**config.mk**
```make
export PLATFORM = sky130hd
export DESIGN_NAME = adc_coef_axis_rx_flat
export DESIGN_NICKNAME = d
export VERILOG_FILES = /design/src/rtl/adc_coef_axis_rx_if.sv /design/src/rtl/adc_coef_axis_rx.sv /design/src/flat_wrapper.sv
export SDC_FILE = /design/constraint.sdc
export NUM_CORES = 1
export LEC_CHECK = 0
export BUFFER_PORTS_ARGS = -buffer_cell sky130_fd_sc_hd__buf_2
export CAP_MARGIN = 5
export CORE_MARGIN = 2
export CORE_UTILIZATION = 54
export CTS_CLUSTER_SIZE = 25
export DETAILED_ROUTE_END_ITERATION = 7
export PLACE_DENSITY = 0.89
export SETUP_SLACK_MARGIN = 0.1
export SYNTH_ARGS = -nofsm -noshare
export SYNTH_HDL_FRONTEND = slang
export SYNTH_SLANG_ARGS = --single-unit
```
**constraint.sdc**
```tcl
create_clock -name i_clk -period 5.6 [get_ports i_clk]
set_clock_uncertainty 0.2 [all_clocks]
set_input_delay 0.56 -clock i_clk [delete_from_list [all_inputs] [get_ports i_clk]]
set_output_delay 0.56 -clock i_clk [all_outputs]
set_load 0.02 [all_outputs]
```
**src/rtl/adc_coef_axis_rx_if.sv**
```systemverilog
// One AXI4-Stream coefficient lane (32-bit word, valid/ready handshake).
interface adc_coef_axis_rx_if;
  logic [31:0] tdata;
  logic        tvalid;
  logic        tready;

  modport master (output tdata, output tvalid, input tready);
  modport slave  (input tdata, input tvalid, output tready);
endinterface

```
**src/rtl/adc_coef_axis_rx.sv**
```systemverilog
// Coefficient set receiver: four AXIS words are captured into shadow slots and
// committed to the active set together on a frame boundary.
module adc_coef_axis_rx #(
  parameter logic [31:0] DEF_GAIN    = 32'h35A0_0000,
  parameter logic [31:0] DEF_OFFSET  = 32'hC120_0000,
  parameter logic [31:0] DEF_FACTOR  = 32'h3F80_0000,
  parameter logic [31:0] DEF_FOFS    = 32'h0000_0000,
  parameter int          TIMEOUT_CYC = 1024
) (
  input  logic                i_clk,
  input  logic                i_rst,
  adc_coef_axis_rx_if.slave   s_gain_axis,
  adc_coef_axis_rx_if.slave   s_ofs_axis,
  adc_coef_axis_rx_if.slave   s_fac_axis,
  adc_coef_axis_rx_if.slave   s_fofs_axis,
  input  logic                i_frame_sync,
  input  logic                i_freeze,
  input  logic                i_err_clr,
  output logic [31:0]         o_gain,
  output logic [31:0]         o_offset,
  output logic [31:0]         o_factor,
  output logic [31:0]         o_fofs,
  output logic                o_coef_valid,
  output logic                o_coef_update,
  output logic                o_coef_changed,
  output logic                o_coef_err,
  output logic [15:0]         o_commit_cnt
);

  localparam int TW = (TIMEOUT_CYC > 2) ? $clog2(TIMEOUT_CYC) : 1;
  localparam logic [TW-1:0] TMO_LAST = TW'(TIMEOUT_CYC - 1);

  logic [31:0]   word   [4];
  logic [31:0]   shadow [4];
  logic [31:0]   active [4];
  logic [3:0]    vld;
  logic [3:0]    rdy;
  logic [3:0]    hs;
  logic [3:0]    pending;
  logic [TW-1:0] tmo_cnt;
  logic          partial;
  logic          commit;
  logic          timeout;
  logic          differs;

  assign word[0] = s_gain_axis.tdata;
  assign word[1] = s_ofs_axis.tdata;
  assign word[2] = s_fac_axis.tdata;
  assign word[3] = s_fofs_axis.tdata;
  assign vld     = {s_fofs_axis.tvalid, s_fac_axis.tvalid, s_ofs_axis.tvalid, s_gain_axis.tvalid};

  assign rdy = {4{~i_rst & ~i_freeze}} & ~pending;
  assign s_gain_axis.tready = rdy[0];
  assign s_ofs_axis.tready  = rdy[1];
  assign s_fac_axis.tready  = rdy[2];
  assign s_fofs_axis.tready = rdy[3];
  assign hs = vld & rdy;

  assign partial = (|pending) & ~(&pending);
  assign commit  = i_frame_sync & ~i_freeze & (&pending);
  // A set that sits partial for TIMEOUT_CYC edges is dropped, even if it would complete now.
  assign timeout = ~i_freeze & partial & (tmo_cnt == TMO_LAST);
  assign differs = (shadow[0] != active[0]) | (shadow[1] != active[1]) |
                   (shadow[2] != active[2]) | (shadow[3] != active[3]);

  always_ff @(posedge i_clk) begin
    if (i_rst) begin
      active[0]      <= DEF_GAIN;
      active[1]      <= DEF_OFFSET;
      active[2]      <= DEF_FACTOR;
      active[3]      <= DEF_FOFS;
      for (int k = 0; k < 4; k++) shadow[k] <= '0;
      pending        <= '0;
      tmo_cnt        <= '0;
      o_coef_valid   <= 1'b0;
      o_coef_update  <= 1'b0;
      o_coef_changed <= 1'b0;
      o_coef_err     <= 1'b0;
      o_commit_cnt   <= '0;
    end else begin
      o_coef_update  <= commit;
      o_coef_changed <= commit & differs;
      if (commit) begin
        for (int k = 0; k < 4; k++) active[k] <= shadow[k];
        o_coef_valid <= 1'b1;
        o_commit_cnt <= o_commit_cnt + 16'd1;
      end
      for (int k = 0; k < 4; k++) begin
        if (hs[k]) shadow[k] <= word[k];
      end
      if (timeout || commit) pending <= '0;
      else                   pending <= pending | hs;
      tmo_cnt <= (~i_freeze & partial & ~timeout) ? tmo_cnt + 1'b1 : '0;
      if (timeout)        o_coef_err <= 1'b1;
      else if (i_err_clr) o_coef_err <= 1'b0;
    end
  end

  assign o_gain   = active[0];
  assign o_offset = active[1];
  assign o_factor = active[2];
  assign o_fofs   = active[3];

endmodule

```
**src/flat_wrapper.sv**
```systemverilog
// flat-port wrapper written by rule: the top's interface ports become plain ports
module adc_coef_axis_rx_flat 
#(
  parameter logic [31:0] DEF_GAIN    = 32'h35A0_0000,
  parameter logic [31:0] DEF_OFFSET  = 32'hC120_0000,
  parameter logic [31:0] DEF_FACTOR  = 32'h3F80_0000,
  parameter logic [31:0] DEF_FOFS    = 32'h0000_0000,
  parameter int          TIMEOUT_CYC = 1024
)
  (i_clk, i_rst, i_frame_sync, i_freeze, i_err_clr, o_gain, o_offset, o_factor, o_fofs, o_coef_valid, o_coef_update, o_coef_changed, o_coef_err, o_commit_cnt, s_gain_axis_tdata, s_gain_axis_tvalid, s_gain_axis_tready, s_ofs_axis_tdata, s_ofs_axis_tvalid, s_ofs_axis_tready, s_fac_axis_tdata, s_fac_axis_tvalid, s_fac_axis_tready, s_fofs_axis_tdata, s_fofs_axis_tvalid, s_fofs_axis_tready);
  adc_coef_axis_rx_if s_gain_axis_i ();
  adc_coef_axis_rx_if s_ofs_axis_i ();
  adc_coef_axis_rx_if s_fac_axis_i ();
  adc_coef_axis_rx_if s_fofs_axis_i ();
  input  logic i_clk;
  input  logic i_rst;
  input  logic i_frame_sync;
  input  logic i_freeze;
  input  logic i_err_clr;
  output logic [31:0] o_gain;
  output logic [31:0] o_offset;
  output logic [31:0] o_factor;
  output logic [31:0] o_fofs;
  output logic o_coef_valid;
  output logic o_coef_update;
  output logic o_coef_changed;
  output logic o_coef_err;
  output logic [15:0] o_commit_cnt;
  input wire logic [$bits(s_gain_axis_i.tdata)-1:0] s_gain_axis_tdata;
  input wire logic [$bits(s_gain_axis_i.tvalid)-1:0] s_gain_axis_tvalid;
  output wire logic [$bits(s_gain_axis_i.tready)-1:0] s_gain_axis_tready;
  input wire logic [$bits(s_ofs_axis_i.tdata)-1:0] s_ofs_axis_tdata;
  input wire logic [$bits(s_ofs_axis_i.tvalid)-1:0] s_ofs_axis_tvalid;
  output wire logic [$bits(s_ofs_axis_i.tready)-1:0] s_ofs_axis_tready;
  input wire logic [$bits(s_fac_axis_i.tdata)-1:0] s_fac_axis_tdata;
  input wire logic [$bits(s_fac_axis_i.tvalid)-1:0] s_fac_axis_tvalid;
  output wire logic [$bits(s_fac_axis_i.tready)-1:0] s_fac_axis_tready;
  input wire logic [$bits(s_fofs_axis_i.tdata)-1:0] s_fofs_axis_tdata;
  input wire logic [$bits(s_fofs_axis_i.tvalid)-1:0] s_fofs_axis_tvalid;
  output wire logic [$bits(s_fofs_axis_i.tready)-1:0] s_fofs_axis_tready;
  assign s_gain_axis_i.tdata = s_gain_axis_tdata;
  assign s_gain_axis_i.tvalid = s_gain_axis_tvalid;
  assign s_gain_axis_tready = s_gain_axis_i.tready;
  assign s_ofs_axis_i.tdata = s_ofs_axis_tdata;
  assign s_ofs_axis_i.tvalid = s_ofs_axis_tvalid;
  assign s_ofs_axis_tready = s_ofs_axis_i.tready;
  assign s_fac_axis_i.tdata = s_fac_axis_tdata;
  assign s_fac_axis_i.tvalid = s_fac_axis_tvalid;
  assign s_fac_axis_tready = s_fac_axis_i.tready;
  assign s_fofs_axis_i.tdata = s_fofs_axis_tdata;
  assign s_fofs_axis_i.tvalid = s_fofs_axis_tvalid;
  assign s_fofs_axis_tready = s_fofs_axis_i.tready;
  adc_coef_axis_rx #(.DEF_GAIN(DEF_GAIN), .DEF_OFFSET(DEF_OFFSET), .DEF_FACTOR(DEF_FACTOR), .DEF_FOFS(DEF_FOFS), .TIMEOUT_CYC(TIMEOUT_CYC)) u_core (.i_clk(i_clk), .i_rst(i_rst), .s_gain_axis(s_gain_axis_i), .s_ofs_axis(s_ofs_axis_i), .s_fac_axis(s_fac_axis_i), .s_fofs_axis(s_fofs_axis_i), .i_frame_sync(i_frame_sync), .i_freeze(i_freeze), .i_err_clr(i_err_clr), .o_gain(o_gain), .o_offset(o_offset), .o_factor(o_factor), .o_fofs(o_fofs), .o_coef_valid(o_coef_valid), .o_coef_update(o_coef_update), .o_coef_changed(o_coef_changed), .o_coef_err(o_coef_err), .o_commit_cnt(o_commit_cnt));
endmodule
```
# Word level (Yosys, flattened, before mapping)

Memories as Yosys holds them, arrays and structs flattened.
Cells that the tools add are included.

$add $sub $neg: 2
Reduce and logical (&&, ||, !) cells: 6
Bitwise logic cells: 28
Multiplexer cells: 27
Eq/ne operators: 5

Operator list:

| cell                                          | number |
|---|---|
| 2-to-1 mux 32 bit                             | 8 |
| inequality test 32 bit                        | 4 |
| 2-to-1 mux 1 bit                              | 19 |
| adder 16 x 1 -> 16 bit, second input constant | 1 |
| OR 1 bit                                      | 11 |
| adder 10 x 1 -> 10 bit, second input constant | 1 |
| equality test 10 bit, second input constant   | 1 |
| AND 1 bit                                     | 8 |
| AND 4 bit                                     | 2 |
| NOT 1 bit                                     | 5 |
| NOT 4 bit                                     | 1 |
| OR 4 bit                                      | 1 |
| AND reduction 4 bit                           | 1 |
| OR reduction 2 bit                            | 2 |
| OR reduction 4 bit                            | 1 |
| nonzero test 2 bit                            | 1 |
| logical OR 1 bit                              | 1 |

Input port bits: 137
RAM bits: 256
Output and inout bits: 152
Memories: 2
Register bits after elaboration: 34

Memories:

| memory        | depth | bits a word | read ports | clocked after memory_dff | wr ports | line                   | source |
|---|---|---|---|---|---|---|---|
| u_core.active | 4     | 32          | 4          | 0                        | 4        | adc_coef_axis_rx.sv:35 | `logic [31:0] active [4];` |
| u_core.shadow | 4     | 32          | 4          | 0                        | 4        | adc_coef_axis_rx.sv:34 | `logic [31:0] shadow [4];` |

# Depth between registers and ports, before layout

Word-level depth: 9
Gate-level depth with buffers: 7

# Worst setup path after synthesis

OpenSTA, ideal clock, no wires.

Kind: input to register
Start: input i_frame_sync
End: register u_core.pending[0]
Slack: 1.005 ns
Setup time: 0.118 ns
Stages on the path: 6
Buffers on the path: 1
Data arrival time: 4.277 ns
Cells stage by stage: nor2b_1 -> and2_1 -> buf_4 -> or2_1 -> or2_1 -> nor2_1

Longest elaborated chain between the ends: 4

RTL lines:

| element                      | line                   | source |
|---|---|---|
| start, declared              | flat_wrapper.sv:17     | `input logic i_frame_sync;` |
| AND 1 bit (2 in series)      | adc_coef_axis_rx.sv:60 | `assign commit = i_frame_sync & ~i_freeze & (&pending);` |
| logical OR 1 bit             | adc_coef_axis_rx.sv:91 | `if (timeout \|\| commit) pending <= '0;` |
| OR reduction 2 bit (no line) | n/a                    |  |
| end signal, assigned         | adc_coef_axis_rx.sv:92 | `else pending <= pending \| hs;` |
| end, declared                | adc_coef_axis_rx.sv:39 | `logic [3:0] pending;` |

No other way between the ends.
A chain may end at the register's enable or synchronous reset.

==> results.ini <==
[yosys]
synthCells = 890
syn_area_um2 = 12400
yosysSeqAreaShare = 0.677
synthArstFlopShare = 0
ys.flop_type = edfxtp_1
netlist_top_cells_area = edfxtp_1 62%, xor2_1 9.6%, and3_1 6.6%
syn_nets = 1029
syn_area_per_cell_um2 = 13.9
synth_cell_types = 33
ys_ff_latch = 290
ys_top_cells_by_count = 256 x edfxtp_1, 136 x xor2_1, 130 x and3_1
synth-edff-count = 256
synth.most_common_cell = edfxtp_1
yosys.area.top_type_share = 0.621
yosys_warnings = 0
yosysTopAreaCell = edfxtp_1

[pwr]
pwr_density_cell_nw_per_um2 = 316
irDropWorstVdd_v = 0.000240
p_clk_frac = 0.403
p_int_uw = 3660
p_seq_frac = 0.530
combinationalPowerShare = 0.067
switchingPower_uw = 1070
p_sw_frac = 0.226
p_leak_uw = 0.00659
totalPowerFinal_uw = 4730

[final_layout]
ff_latch_area_um2 = 8370
syn_to_final_growth_pct = 20.8
multi_input_area_um2 = 3760
fill_cells = 1625
fin_nets = 1314
drive_gt1_frac = 0.294

[min_path]
hp-start = i_err_clr
hold_path.class = in -> reg

[clocking]
cts_tree = built
cts_resized = 0
h-tree-depth = 1
numCtsBuffers = 30
cts.clk_slew.worst_paths_ps = 60
cts.sinks = 290
hold_buffers = 0
cts.path.max_buffers = 3
cts_root_buf = clkbuf_16
worstSkewPairLatency_ps = 530
postCtsSetupBuffers = 0

[timing]
period_minus_slack_ps = 3070
rsz0062_at_grt = no
finalSetupTns_ps = 0
setup_viol = 0
tightest_slew_ps = 929
drv_slew = 0
fin_crit_sh = 0.549
slew_headroom = 0.381
fmax_mhz = 326
hold_viol = 0

[critical_path]
cp_max_fo = 64
startpoint = u_core.pending[3]$_SDFF_PP0_
cp-end-kind = flip-flop
critPathLaunchType = flip-flop
crit_arrival_ps = 3040
r2r_start = u_core.pending[3]$_SDFF_PP0_
path_class = reg -> reg
crit_required_ps = 5570

[route]
drc_errors = 0
dr.pass1.iters = 7
initialDrtViolationCount = 778
routed_wl_um = 31800
viasPerCell = 5.55
drtAntennaViolNets = 0
wl_per_cell_um = 21.4
vias = 8255

[floorplan]
start_util = 0.548
die_h_um = 155
fp-row-count = 55
die_width_um = 155
die_area_um2 = 24100
coreArea_um2 = 22600
ios = 289

[status]
status = completed

[grt]
grt_pass1_vias = 7969
overflow = 0
grt_usage = 0.253
grt_max_degree = 76
grt_pass1_wl_um = 46000
antenna_found_initial = 4

[place]
io_buffer_count = 288
gp_congestion = 0.836
hpwl_um = 22400

[flow_run]
drv_cap = 0

## power by group through the flow
stage,sequential (uW),combinational (uW),clock [uW]
global placement,2540,313,0
global route,2510,340,2010
floorplan,2570,131,0
finish,2510,319,1900
detailed placement,2550,320,0
CTS,2500,321,1920
## path summary, 6_finish.rpt
kind | endpoint | slack, ps | cells past startpoint
setup / recovery | u_core.active[3][15]$_SDFFCE_PN0P_ | 2530 | 4
hold / removal | u_core.o_coef_err$_SDFFE_PP0P_ | 120 | 4
setup reg to reg | u_core.active[3][15]$_SDFFCE_PN0P_ | 2530 | 4
hold reg to reg | u_core.tmo_cnt[0]$_SDFF_PP0_ | 270 | 1
## stage by stage
step | setup WS [ps] | area [um2] | hold WS [ps] | instances | util
5_1_grt | 2380 | 14900 | 116 | 1486 | 0.662
6_report | 2530 | 14900 | 121 | 1487 | 0.662
3_3_place_gp | 2340 | 14000 | 243 | 1428 | 0.620
4_1_cts | 2540 | 14900 | 105 | 1484 | 0.662
2_1_floorplan | 1000 | 12400 | 230 | 890 | -
3_5_place_dp | 2230 | 14000 | 253 | 1428 | 0.620
## cell families (layout without fill, tap and decap cells)
group | Yosys count | in the layout | share of synthesized area
other | 0 | 3 | 0
buffers and inverters | 47 | 356 | 0.0215
AO/OA/AOI/OAI | 10 | 10 | 0.00425
flip-flops | 290 | 290 | 0.677
adder cells (fa/ha/maj) | 2 | 2 | 0.00202
XOR/XNOR | 147 | 147 | 0.104
AND/OR/NAND/NOR | 393 | 393 | 0.191
multiplexers | 1 | 1 | 0.000809
## area by class of cell
type / count / area share
Clock inverter: 18 / 0.00913
Timing Repair Buffer: 295 / 0.100
Sequential cell: 290 / 0.560
Inverter: 5 / 0.00126
Clock buffer: 38 / 0.0537
Tap cell: 285 / 0.0239
Antenna cell: 3 / 0.000502
Multi-Input combinational cell: 553 / 0.251
## per-layer routing
layer | track usage | share of wire
met5 | 0 | 0
met4 | 0.0861 | 0.030
met3 | 0.0507 | 0.091
met2 | 0.430 | 0.50
met1 | 0.329 | 0.38
## worst max-delay path, cell delays in order (launching register included)
cell and delay, ps:
dfxtp_1 400, and4_4 280, and2_1 290, or2_4 780
buf_4 670
## cells in the final DEF, fill, tap and decap left out, types with 7 or more instances in the layout
master	n
buf_4	7
and3_1	130
dfxtp_1	34
xnor2_1	11
nand2b_1	17
nand4_1	11
nand2_1	9
nor4_1	36
nor2_1	36
edfxtp_1	256
clkinv_2	9
xor2_1	136
buf_2	288
clkbuf_1	7
and2_1	117
clkbuf_16	31
## sequential cells by signal (all words and copies together), names as in the netlist
signal	cells
u_core.active	128
u_core.o_coef_changed	1
u_core.o_coef_err	1
u_core.o_coef_update	1
u_core.o_coef_valid	1
u_core.o_commit_cnt	16
u_core.pending	4
u_core.shadow	128
u_core.tmo_cnt	10
Power figures use the tool's default switching activity.
